**config.mk**
```make
export PLATFORM = sky130hd
export DESIGN_NAME = sd_link_sched
export DESIGN_NICKNAME = d
export VERILOG_FILES = /design/src/rtl/sd_link_sched_pkg.sv /design/src/rtl/sd_link_sched_rr_pick.sv /design/src/rtl/sd_link_sched.sv
export SDC_FILE = /design/constraint.sdc
export NUM_CORES = 1
export LEC_CHECK = 0
export CAP_MARGIN = 10
export CORE_MARGIN = 4
export CORE_UTILIZATION = 40
export CTS_CLUSTER_SIZE = 28
export DETAILED_ROUTE_END_ITERATION = 10
export GPL_ROUTABILITY_DRIVEN = 0
export GPL_TIMING_DRIVEN = 1
export PLACE_DENSITY_LB_ADDON = 0.05
export REMOVE_ABC_BUFFERS = 1
export SYNTH_ARGS = -nofsm -noshare
export SYNTH_HDL_FRONTEND = slang
export SYNTH_SLANG_ARGS = --single-unit
```
**constraint.sdc**
```tcl
create_clock -name clk -period 7.2 [get_ports clk]
set_input_delay 1.44 -clock clk [delete_from_list [all_inputs] [get_ports clk]]
set_output_delay 1.44 -clock clk [all_outputs]
set_load 0.03 [all_outputs]
```
**src/rtl/sd_link_sched_pkg.sv**
```systemverilog
// Shared definitions for the link scheduler: scheduler state encoding and
// the index-width helper used to size channel numbers.
package sd_link_sched_pkg;

  typedef enum logic {
    ST_IDLE   = 1'b0,
    ST_LOCKED = 1'b1
  } sched_state_e;

  function automatic int clog2(input int n);
    int r;
    r = 0;
    for (int i = 0; i < 31; i++) begin
      if ((1 << i) < n) r = i + 1;
    end
    return r;
  endfunction

endpackage

```
**src/rtl/sd_link_sched_rr_pick.sv**
```systemverilog
// Combinational round-robin picker: first set request strictly after i_ptr,
// wrapping, found by rotating a doubled request vector and priority-encoding.
module sd_rr_pick #(
  parameter int inputs = 4,
  parameter int cw     = 2
) (
  input  logic [inputs-1:0] i_req,
  input  logic [cw-1:0]     i_ptr,
  output logic [cw-1:0]     o_gnt,
  output logic              o_gnt_vld
);

  localparam logic [cw+1:0] LP_N = (cw+2)'(inputs);

  logic [2*inputs-1:0] w_req2;
  logic [inputs-1:0]   w_rot;
  logic [cw+1:0]       w_start;
  logic [cw+1:0]       w_sum;
  logic [cw-1:0]       w_off;

  always_comb begin
    w_req2    = {i_req, i_req};
    w_start   = {2'b00, i_ptr} + (cw+2)'(1);
    w_rot     = inputs'(w_req2 >> w_start);
    w_off     = '0;
    o_gnt_vld = 1'b0;
    // Descending scan so the lowest rotated offset wins.
    for (int i = inputs - 1; i >= 0; i--) begin
      if (w_rot[i]) begin
        o_gnt_vld = 1'b1;
        w_off     = cw'(i);
      end
    end
    w_sum = w_start + {2'b00, w_off};
    if (w_sum >= LP_N) w_sum = w_sum - LP_N;
    o_gnt = w_sum[cw-1:0];
  end

endmodule

```
**src/rtl/sd_link_sched.sv**
```systemverilog
// Round-robin scheduler sharing one srdy/drdy link between several channels,
// with optional per-packet grant locking and a single registered output stage.
module sd_link_sched
  import sd_link_sched_pkg::*;
#(
  parameter int inputs = 4,
  parameter int width  = 10,
  parameter bit lock   = 1'b1,
  parameter int cw     = clog2(inputs)
) (
  input  logic                    clk,
  input  logic                    reset,
  input  logic [inputs-1:0]       c_srdy,
  output logic [inputs-1:0]       c_drdy,
  input  logic [inputs*width-1:0] c_data,
  input  logic [inputs-1:0]       c_eop,
  output logic                    p_srdy,
  input  logic                    p_drdy,
  output logic [width-1:0]        p_data,
  output logic                    p_eop,
  output logic [cw-1:0]           p_chan,
  output logic                    o_dbg_state
);

  // Handshake: a word moves on any edge where srdy and drdy are both high;
  // a source may not wait for drdy before raising srdy.
  sched_state_e     r_state, w_state_nxt;
  logic [cw-1:0]    r_ptr, r_lock_chan, w_pick_gnt, w_gnt;
  logic             w_pick_vld, w_gnt_vld, w_load_ok, w_xfer, w_locked;
  logic             r_p_srdy, r_p_eop;
  logic [width-1:0] r_p_data;
  logic [cw-1:0]    r_p_chan;

  sd_rr_pick #(.inputs(inputs), .cw(cw)) u_pick (
    .i_req     (c_srdy),
    .i_ptr     (r_ptr),
    .o_gnt     (w_pick_gnt),
    .o_gnt_vld (w_pick_vld)
  );

  // Gated by reset so no source sees a grant while the block is held in reset.
  assign w_load_ok = reset & (~r_p_srdy | p_drdy);
  assign w_gnt     = w_locked ? r_lock_chan : w_pick_gnt;
  assign w_gnt_vld = w_locked ? c_srdy[r_lock_chan] : w_pick_vld;
  assign w_xfer    = w_load_ok & w_gnt_vld;

  always_comb begin
    c_drdy        = '0;
    c_drdy[w_gnt] = w_xfer;
  end

  always_ff @(posedge clk or negedge reset) begin
    if (!reset) r_state <= ST_IDLE;
    else        r_state <= w_state_nxt;
  end

  always_comb begin
    w_state_nxt = r_state;
    case (r_state)
      ST_IDLE:   if (lock && w_xfer && !c_eop[w_gnt]) w_state_nxt = ST_LOCKED;
      ST_LOCKED: if (w_xfer && c_eop[w_gnt])          w_state_nxt = ST_IDLE;
    endcase
  end

  always_comb begin
    w_locked    = (r_state == ST_LOCKED);
    o_dbg_state = r_state;
  end

  always_ff @(posedge clk or negedge reset) begin
    if (!reset) begin
      r_p_srdy    <= 1'b0;
      r_p_data    <= '0;
      r_p_eop     <= 1'b0;
      r_p_chan    <= '0;
      r_ptr       <= cw'(inputs - 1);
      r_lock_chan <= '0;
    end else begin
      if (w_xfer) begin
        r_p_srdy <= 1'b1;
        r_p_data <= c_data[w_gnt*width +: width];
        r_p_eop  <= c_eop[w_gnt];
        r_p_chan <= w_gnt;
        r_ptr    <= w_gnt;
      end else if (p_drdy) begin
        r_p_srdy <= 1'b0;
      end
      if (w_xfer && !w_locked) r_lock_chan <= w_gnt;
    end
  end

  assign p_srdy = r_p_srdy;
  assign p_data = r_p_data;
  assign p_eop  = r_p_eop;
  assign p_chan = r_p_chan;

endmodule

```
# After elaboration in Yosys (flattened, before gate mapping)
# Cells that the tools add are included.
# classes
addsub	3
n_mul	1
order_cmp	4
shifts	2
mux	22
n_bitwise	6
n_reduce_logical	7
# ops
operator	count
40-bit by 7-bit variable part select with 10-bit output	1
1-bit 2-to-1 mux	12
2-bit 2-to-1 mux	6
8-bit by 4-bit >> shifter with 4-bit output	1
2-bit by 3-bit < comparator with 1-bit output, second input constant	2
2-bit by 3-bit multiplier with 5-bit output, second input constant	1
3-bit by 2-bit adder with 4-bit output	1
4-bit AND	1
1-bit binary-select mux with 2-bit select	2
4-bit by 3-bit >= comparator with 1-bit output, second input constant	1
1-bit logical AND	4
2-bit by 1-bit adder with 3-bit output, second input constant	1
1-bit AND	2
1-bit demux with 2-bit select	1
2-bit by 1-bit >= comparator with 1-bit output, second input constant	1
1-bit logical NOT	2
1-bit NOT	2
1-bit case mux with 2 select lines	1
2-bit nonzero test	1
2-bit by 1-bit subtractor with 2-bit output, second input constant	1
1-bit OR	1
# word_totals
reg_bits	19
input_bits	51
output_inout_bits	19
elab_cells	52

# Depth between registers and ports, before layout
# Gate-level depths: netlist of run 1.
# depth
ltp_word	16
mapped_depth	12
mapped_depth_nobuf	11

# By module
# Synthesis of run 1 repeated with hierarchy kept, for this count alone.
# unflattened
hier_cells	121
hier_area_um2	1341.3
# by_module_without_submodules
mod	instances	cells_per_inst	area_per_inst_um2	seq_area_each_um2
sd_link_sched	1	95	1166.1	478.0
sd_rr_pick	1	26	175.2	0.0

# Least setup slack after synthesis of run 1
# OpenSTA, ideal clock, no wires.
# synth_timing
path_type	input to output
start	input c_srdy[1]
end	output c_drdy[3]
arrival_time_ns	3.744
setup_slack_ns	2.016
path_stages	11
path_buffers	2
cell_sequence	buf_6 and2b_1 a21oi_1 o221ai_1 o21ai_0 ha_1 xor2_1 a31oi_1 o31a_4 buf_12 nor3_1
# synth_via
elab_chain_len	14
word_cells_on_any_way	24
cone_classes	add/sub (2); order compare (3); shift (1); mux (15); bitwise (2); reduce/logical (1)
# synth_lines
item	line	source
start: declaration	sd_link_sched.sv:13	input logic [inputs-1:0] c_srdy,
8-bit by 4-bit >> shifter with 4-bit output	sd_link_sched_rr_pick.sv:24	w_rot = inputs'(w_req2 >> w_start);
2-bit 2-to-1 mux (4 in a row)	sd_link_sched_rr_pick.sv:29	if (w_rot[i]) begin
3-bit by 2-bit adder with 4-bit output	sd_link_sched_rr_pick.sv:34	w_sum = w_start + {2'b00, w_off};
4-bit by 3-bit >= comparator with 1-bit output or 2-bit by 1-bit subtractor with 2-bit output (tied branches)	sd_link_sched_rr_pick.sv:35	if (w_sum >= LP_N) w_sum = w_sum - LP_N;
2-bit 2-to-1 mux	sd_link_sched_rr_pick.sv:35	
2-bit 2-to-1 mux	sd_link_sched.sv:43	assign w_gnt = w_locked ? r_lock_chan : w_pick_gnt;
2-bit by 3-bit < comparator with 1-bit output (implied by the code) or 2-bit by 1-bit >= comparator with 1-bit output (tied branches)	sd_link_sched.sv:49	c_drdy[w_gnt] = w_xfer;
1-bit logical AND (implied by the code)	sd_link_sched.sv:49	
1-bit 2-to-1 mux (implied by the code)	sd_link_sched.sv:49	
1-bit demux with 2-bit select	sd_link_sched.sv:49	
4-bit AND (no line) *	n/a	
end: declaration	sd_link_sched.sv:14	output logic [inputs-1:0] c_drdy,
# Mark *: on every way between the ends. The rest lies on a longest branch, timed or not. The select of a mux whose other input is x is not followed.

# Final worst setup path of run 1
# layout_timing
start	input c_srdy[1]
end	output c_drdy[1]
# Same word-level chain as after synthesis.

==> results.md, run 1 <==
* Max clock buf depth at 2
* Sw Ratio at 0.478
* Initial core utilization at 0.421
* R2R Path Start: r_ptr[1]
* Post-layout min period at between 6 and 7 ns
* CTS Root Buffer Type: clkbuf_4
* Hold path depth at 2
* Post-CTS sizing at 0
* Mean Syn Cell Area at about 10 um2
* Max-cap viol count at 0
* FF-to-FF setup slack at between 4 and 5 ns
* Reg clk slew, reported paths at 0.10 ns
* Vias/cell at 5.16
* Sum Neg Setup Slack at 0 ns
* Internal power at between 0.0004 and 0.0005 W
* Measured slew at the worst slew-check pin at 0.868 ns
* Routed wire length at 3.66 mm
* EDFF count, synth at 0
* Max VDD drop at about 0.00017 V
* CTS tree: yes
* Fin util at 0.626
* Sequential share of power at 0.227
* Slowest stage delay, CP at 0.68 ns
* Crit path max fanout at 13
* Max-slew headroom at 0.418
* # IOs at 70
* Fin crit share at 0.836
* Clock power share at 0.059
* CP arrival at 4.58 ns
* Core area at 3390 um2
* Global-route wire length before repair at around 6.1 mm
* Clock latency on the worst-skew pair at 0.30 ns
* Top cell type by total area after synthesis: dfrtp_1
* Top-area cell type share of the netlist area at 0.298
* Fillers at ~300
* CP max-delay cell: clkdlybuf4s50_1
* Overall power at roughly 0.00092 W
* Row count at 21
* Cell Chain, Critical Path: clkdlybuf4s50_1 > and2b_1 > a21oi_1 > o221ai_1 > o21ai_0 > ha_1 > xor2_1 > a31oi_1 > o31a_4 > nand2_1 > nor2_1 > clkdlybuf4s50_1
* Die H at 67.7 um
* Nets@finish at about 260
* Hpwl dp at 2.84 mm
* Top post-synthesis cells by count: mux2i_1, nand2_1, dfrtp_1
* Post-synthesis register bit count at 19
* Routed Antenna Nets at 0
* Clock skew at 0.00672 ns
* Share of layout cells above drive strength 1 at 0.124
* # Post-CTS Setup Buffers at 0
* Largest net degree at the start of global routing at 34
* Kind of critical path: input pin to output port
* CP Launch Type: input pin
* Grt ovf at 0
* P&R area growth vs syn at 48.8%
* Slew Viols, Final at 0
* RSZ-0062 raised after global routing: false
* Most numerous cell in the Yosys netlist: mux2i_1
* Buffers on Ports at 69
* Initial antenna violation count at 0
* CP most frequent cell: clkdlybuf4s50_1
* DR pass1 iterations at 4
* Mapped Cells at 144
* Status: finished clean
* # hold bufs at CTS at 0
* Antenna Diode Count at 0
* Clk sink count at 19
* Vias in the first global route at 1336
* Final setup fails at 0
* H-tree levels at 1
* Synthesized cell area at 1430 um2
* Worst setup EP type: output port
* Total CTS buffers at 3
* Switching power total at 0.000439 W
* Largest cells by area after synthesis: dfrtp_1, mux2i_1, a22o_1
* Post-synth cell types at 40
* Combinational share of power at 0.714
* Final hold vios at 0
* Routed via count at 1317
* Die area at around 4600 um2
* GRT Total Usage at 0.175
* HP Start: p_eop
* DRC at 0
* Power per Cell Area at 432 nW/um2
* Worst endpoint required time at 5.76 ns
* Yosys Warn Count at 0
* Maximum operating frequency at roughly 170 MHz
* Die width at 67.7 um
* Hold Path Class: register to register
* Min Hold Slack at 0.491 ns
* Sequential element share of the synthesized area at 0.335
* DRT iter0 DRCs at 115
* Hold path endpoint: p_eop
* Wire per inst at roughly 14 um
* Ys flop type: dfrtp_1
* Ys async rst share at 1.00
* Leak at approximately 0.90 nW
* R2r worst-path depth at 11
final cells by class:
cell class              instances  area (um2)  share of cell area
clock inverters                 1        5.00             0.00236
well taps                      46        57.6              0.0271
flip-flops and latches         19         478               0.225
inverters                       5        18.8             0.00884
clock buffers                   3        22.5              0.0106
multi-input cells             110         835               0.393
repair buffers                 71         706               0.333
cell families (layout without fill, tap and decap cells):
family                   count (synthesis)  after routing  synth area share
multiplexers                            27             27             0.202
XOR/XNOR                                 1              1           0.00614
flip-flops                              19             19             0.335
buffers and inverters                   15             80            0.0798
adder cells (fa/ha/maj)                  2              2            0.0175
AND/OR/NAND/NOR                         41             41             0.144
AO/OA/AOI/OAI                           39             39             0.216
power by group through the flow:
stage	Sequential [W]	Combinational (W)	Clock, W
3_5_place_dp	0.000209	0.000661	0
3_3_place_gp	0.000206	0.000651	0
4_1_cts	0.000208	0.000663	0.0000564
6_report	0.000208	0.000655	0.0000539
2_1_floorplan	0.000283	0.000375	0
5_1_grt	0.000218	0.000712	0.0000629
placed cells by master, fill, tap and decap left out, types with 3 or more instances in the layout:
cell type,netlist,layout
clkdlybuf4s50_1,0,69
mux2i_1,25,25
nand2_1,21,21
dfrtp_1,17,17
a22o_1,10,10
a21oi_2,8,8
nor2_1,7,7
o21ai_0,6,6
inv_1,5,5
a21oi_1,5,5
nor3_1,3,3
clkbuf_4,0,3
worst max-delay path: cells and delay by family:
family	cells	cell delay (ns)
buf+inv	2	1.22
compound gates	5	1.02
simple gates	3	0.52
fa+ha+maj	1	0.22
xor+xnor	1	0.15
flip-flops by register name, indices dropped and copies added, names as in the netlist, named ones only:
signal       cells
r_lock_chan      2
p_srdy           1
r_ptr            2
p_data          10
p_chan           2
p_eop            1
how the worst max path moves through the flow:
stage | cells after the start | slack [ns] | end | startpoint
2_1_floorplan | 9 | 2.21 | c_drdy[3] | c_srdy[1]
3_3_place_gp | 11 | 1.30 | c_drdy[3] | c_srdy[1]
3_5_place_dp | 12 | 1.19 | c_drdy[1] | c_srdy[1]
4_1_cts | 12 | 1.19 | c_drdy[1] | c_srdy[1]
5_1_grt | 12 | 0.92 | c_drdy[1] | c_srdy[1]
6_report | 12 | 1.18 | c_drdy[1] | c_srdy[1]
metal layers:
metal  track usage  share of wire
met5             0              0
met4        0.0228         0.0022
met3        0.0466          0.064
met2         0.313           0.51
met1         0.213           0.42
through the flow:
step | std cells | cell area, um2 | setup slack (ns)
finish | 255 | 2120 | 1.18
global route | 255 | 2120 | 0.918
CTS | 255 | 2120 | 1.19
detailed placement | 251 | 2090 | 1.19
global placement | 251 | 2090 | 1.30
floorplan | 134 | 1330 | 2.21
No activity file was read; power rests on OpenSTA's default activity.
==> inputs of run 2 (changes only) <==
clock period = 6.04 ns   (was 7.2 ns; I/O delays follow)
==> results.md, run 2 (same netlist as run 1, synthesis figures left out) <==
* Cell Chain, Critical Path: clkdlybuf4s50_1 > and2b_1 > a21oi_1 > o221ai_1 > o21ai_0 > ha_1 > xor2_1 > a31oi_1 > o31a_4 > nand2_1 > nor2_1 > clkdlybuf4s50_1
* Routed wire length at 3.59 mm (-2.0%)
* Max reg flops at 10 (unchanged)
* CP max-delay cell: clkdlybuf4s50_1
* Largest net degree at the start of global routing at 26 (-24%)
* # Post-CTS Setup Buffers at 0 (unchanged)
* R2R Path Start: r_ptr[1]
* CTS Root Buffer Type: clkbuf_4
* Reg clk slew, reported paths at 0.11 ns (about the same)
* Worst setup EP type: output port
* Max VDD drop at 0.000227 V (+31%)
* Clk sink count at 19 (unchanged)
* Overall power at 0.00110 W (+19%)
* R2r worst-path depth at 11 (unchanged)
* CP Launch Type: input pin
* Slew Viols, Final at 0 (unchanged)
* Max-cap viol count at 0 (unchanged)
* Post-layout min period at between 5 and 6 ns
* Routed Antenna Nets at 0 (unchanged)
* Grt ovf at 0 (unchanged)
* FF-to-FF setup slack at 3.04 ns (-1.09 ns)
* Die area at 4590 um2 (unchanged)
* Clock latency on the worst-skew pair at 0.30 ns (about the same)
* # IOs at 70 (unchanged)
* Hpwl dp at 2.89 mm (+1.5%)
* Power per Cell Area at 514 nW/um2 (+19%)
* Crit path max fanout at 13 (unchanged)
* CP most frequent cell: clkdlybuf4s50_1
* Max clock buf depth at 2 (unchanged)
* Fin util at 0.628 (+0.00221)
* Wire per inst at 14.0 um (-2.4%)
* Most frequent cells in the layout: clkdlybuf4s50_1, mux2i_1, nand2_1
* Final setup fails at 0 (unchanged)
* H-tree levels at 1 (unchanged)
* # hold bufs at CTS at 0 (unchanged)
* Setup WS post-layout at 0.477 ns (-0.707 ns)
* DRC at 0 (unchanged)
* DP Worst Slack at 0.469 ns (-0.719 ns)
* Fillers at 284 (-4.4%)
* Area occupied by multi-input gates at 835 um2 (unchanged)
* Slowest stage delay, CP at 0.68 ns (about the same)
* Hold Path Class: register to register
* CP arrival at 4.36 ns (-0.22 ns)
* Commonest non-fill, non-tap cell in the layout: clkdlybuf4s50_1
* Final hold vios at 0 (unchanged)
* Fin crit share at 0.921
* Leak at 0.907 nW (+0.54%)
* Initial core utilization at 0.421 (unchanged)
* Sum Neg Setup Slack at 0 ns (unchanged)
* P&R area growth vs syn at 49.3%
* CP Buf/Inv Count at 2 (unchanged)
* Max-slew headroom at 0.446 (+0.0283)
* Sequential Area at 478 um2 (unchanged)
* Antenna Diode Count at 0 (unchanged)
* GRT Total Usage at 0.175 (-0.000408)
* Vias/cell at 5.14 (-0.47%)
* Initial antenna violation count at 0 (unchanged)
* Worst endpoint required time at 4.83 ns (-0.93 ns)
* Maximum operating frequency at 180 MHz
* Crit path max-delay family: buffers and inverters
* Nets@finish at 264 (+0.38%)
* Routed via count at 1316 (-0.076%)
* Status: finished clean
* Hold path depth at 2 (unchanged)
* HP Start: p_chan[0]
* RSZ-0062 raised after global routing: false
* DR pass1 iterations at 4 (unchanged)
* Global-route wire length before repair at 6.11 mm (+0.58%)
* Core area at 3390 um2 (unchanged)
* Share of layout cells above drive strength 1 at 0.129 (+0.00417)
* Total CTS buffers at 3 (unchanged)
* Post-CTS sizing at 0 (unchanged)
* CTS tree: yes
* Buffers on Ports at 69 (unchanged)
* Die width at 67.7 um (unchanged)
* Vias in the first global route at 1350 (+1.0%)
* Row count at 21 (unchanged)
* Clock skew at 0.00810 ns (+0.00139 ns)
* Die H at 67.7 um (unchanged)
* Hold path endpoint: p_chan[0]
* Kind of critical path: input pin to output port
* DRT iter0 DRCs at 112 (-2.6%)
* Measured slew at the worst slew-check pin at 0.826 ns (-0.0423 ns)
## run 2: worst max path at each step
stage / start / to / slack, ns / cells past startpoint
2_1_floorplan: c_srdy[1] / c_drdy[3] / 1.51 / 9
3_3_place_gp: c_srdy[1] / c_drdy[3] / 0.60 / 11
3_5_place_dp: c_srdy[1] / c_drdy[1] / 0.47 / 12
4_1_cts: c_srdy[1] / c_drdy[1] / 0.47 / 12
5_1_grt: c_srdy[1] / c_drdy[1] / 0.25 / 12
6_report: c_srdy[1] / c_drdy[1] / 0.48 / 12
## run 2: through the flow
step / instances / cell area, um2 / hold slack [ns]
final: 256 / 2130 / 0.498
after global routing: 256 / 2130 / 0.542
after CTS: 256 / 2130 / 0.503
after detailed placement: 252 / 2100 / 0.475
after global placement: 252 / 2100 / 0.461
after floorplan: 134 / 1330 / 0.500
## run 2: cell type report
cell class              instances  area share
flip-flops and latches         19       0.224
clock inverters                 1     0.00235
multi-input cells             110       0.392
repair buffers                 72       0.335
well taps                      46      0.0270
clock buffers                   3      0.0106
inverters                       5     0.00881
## run 2: where the power goes
| group | switching [W] | total (W) | internal, W | leakage [nW] |
|---|---|---|---|---|
| sequential | 0.0000502 | 0.000247 | 0.000196 | 0.226 |
| clock | 0.0000411 | 0.0000657 | 0.0000247 | 0.0177 |
| combinational | 0.000429 | 0.000783 | 0.000354 | 0.663 |
## run 2: per-layer routing
layer  GRT usage  vias up  part of all wire
met3      0.0566        4             0.076
met5           0        -                 0
met1       0.215      608              0.42
li1            -      653                 -
met4      0.0380        0            0.0067
met2       0.295       51              0.50
## run 2: tightest hold or removal path, delay by kind of cell (launching register included)
| family | cells | cell delay (ns) |
|---|---|---|
| flip-flops | 1 | 0.36 |
| AND/OR/NAND/NOR | 2 | 0.11 |
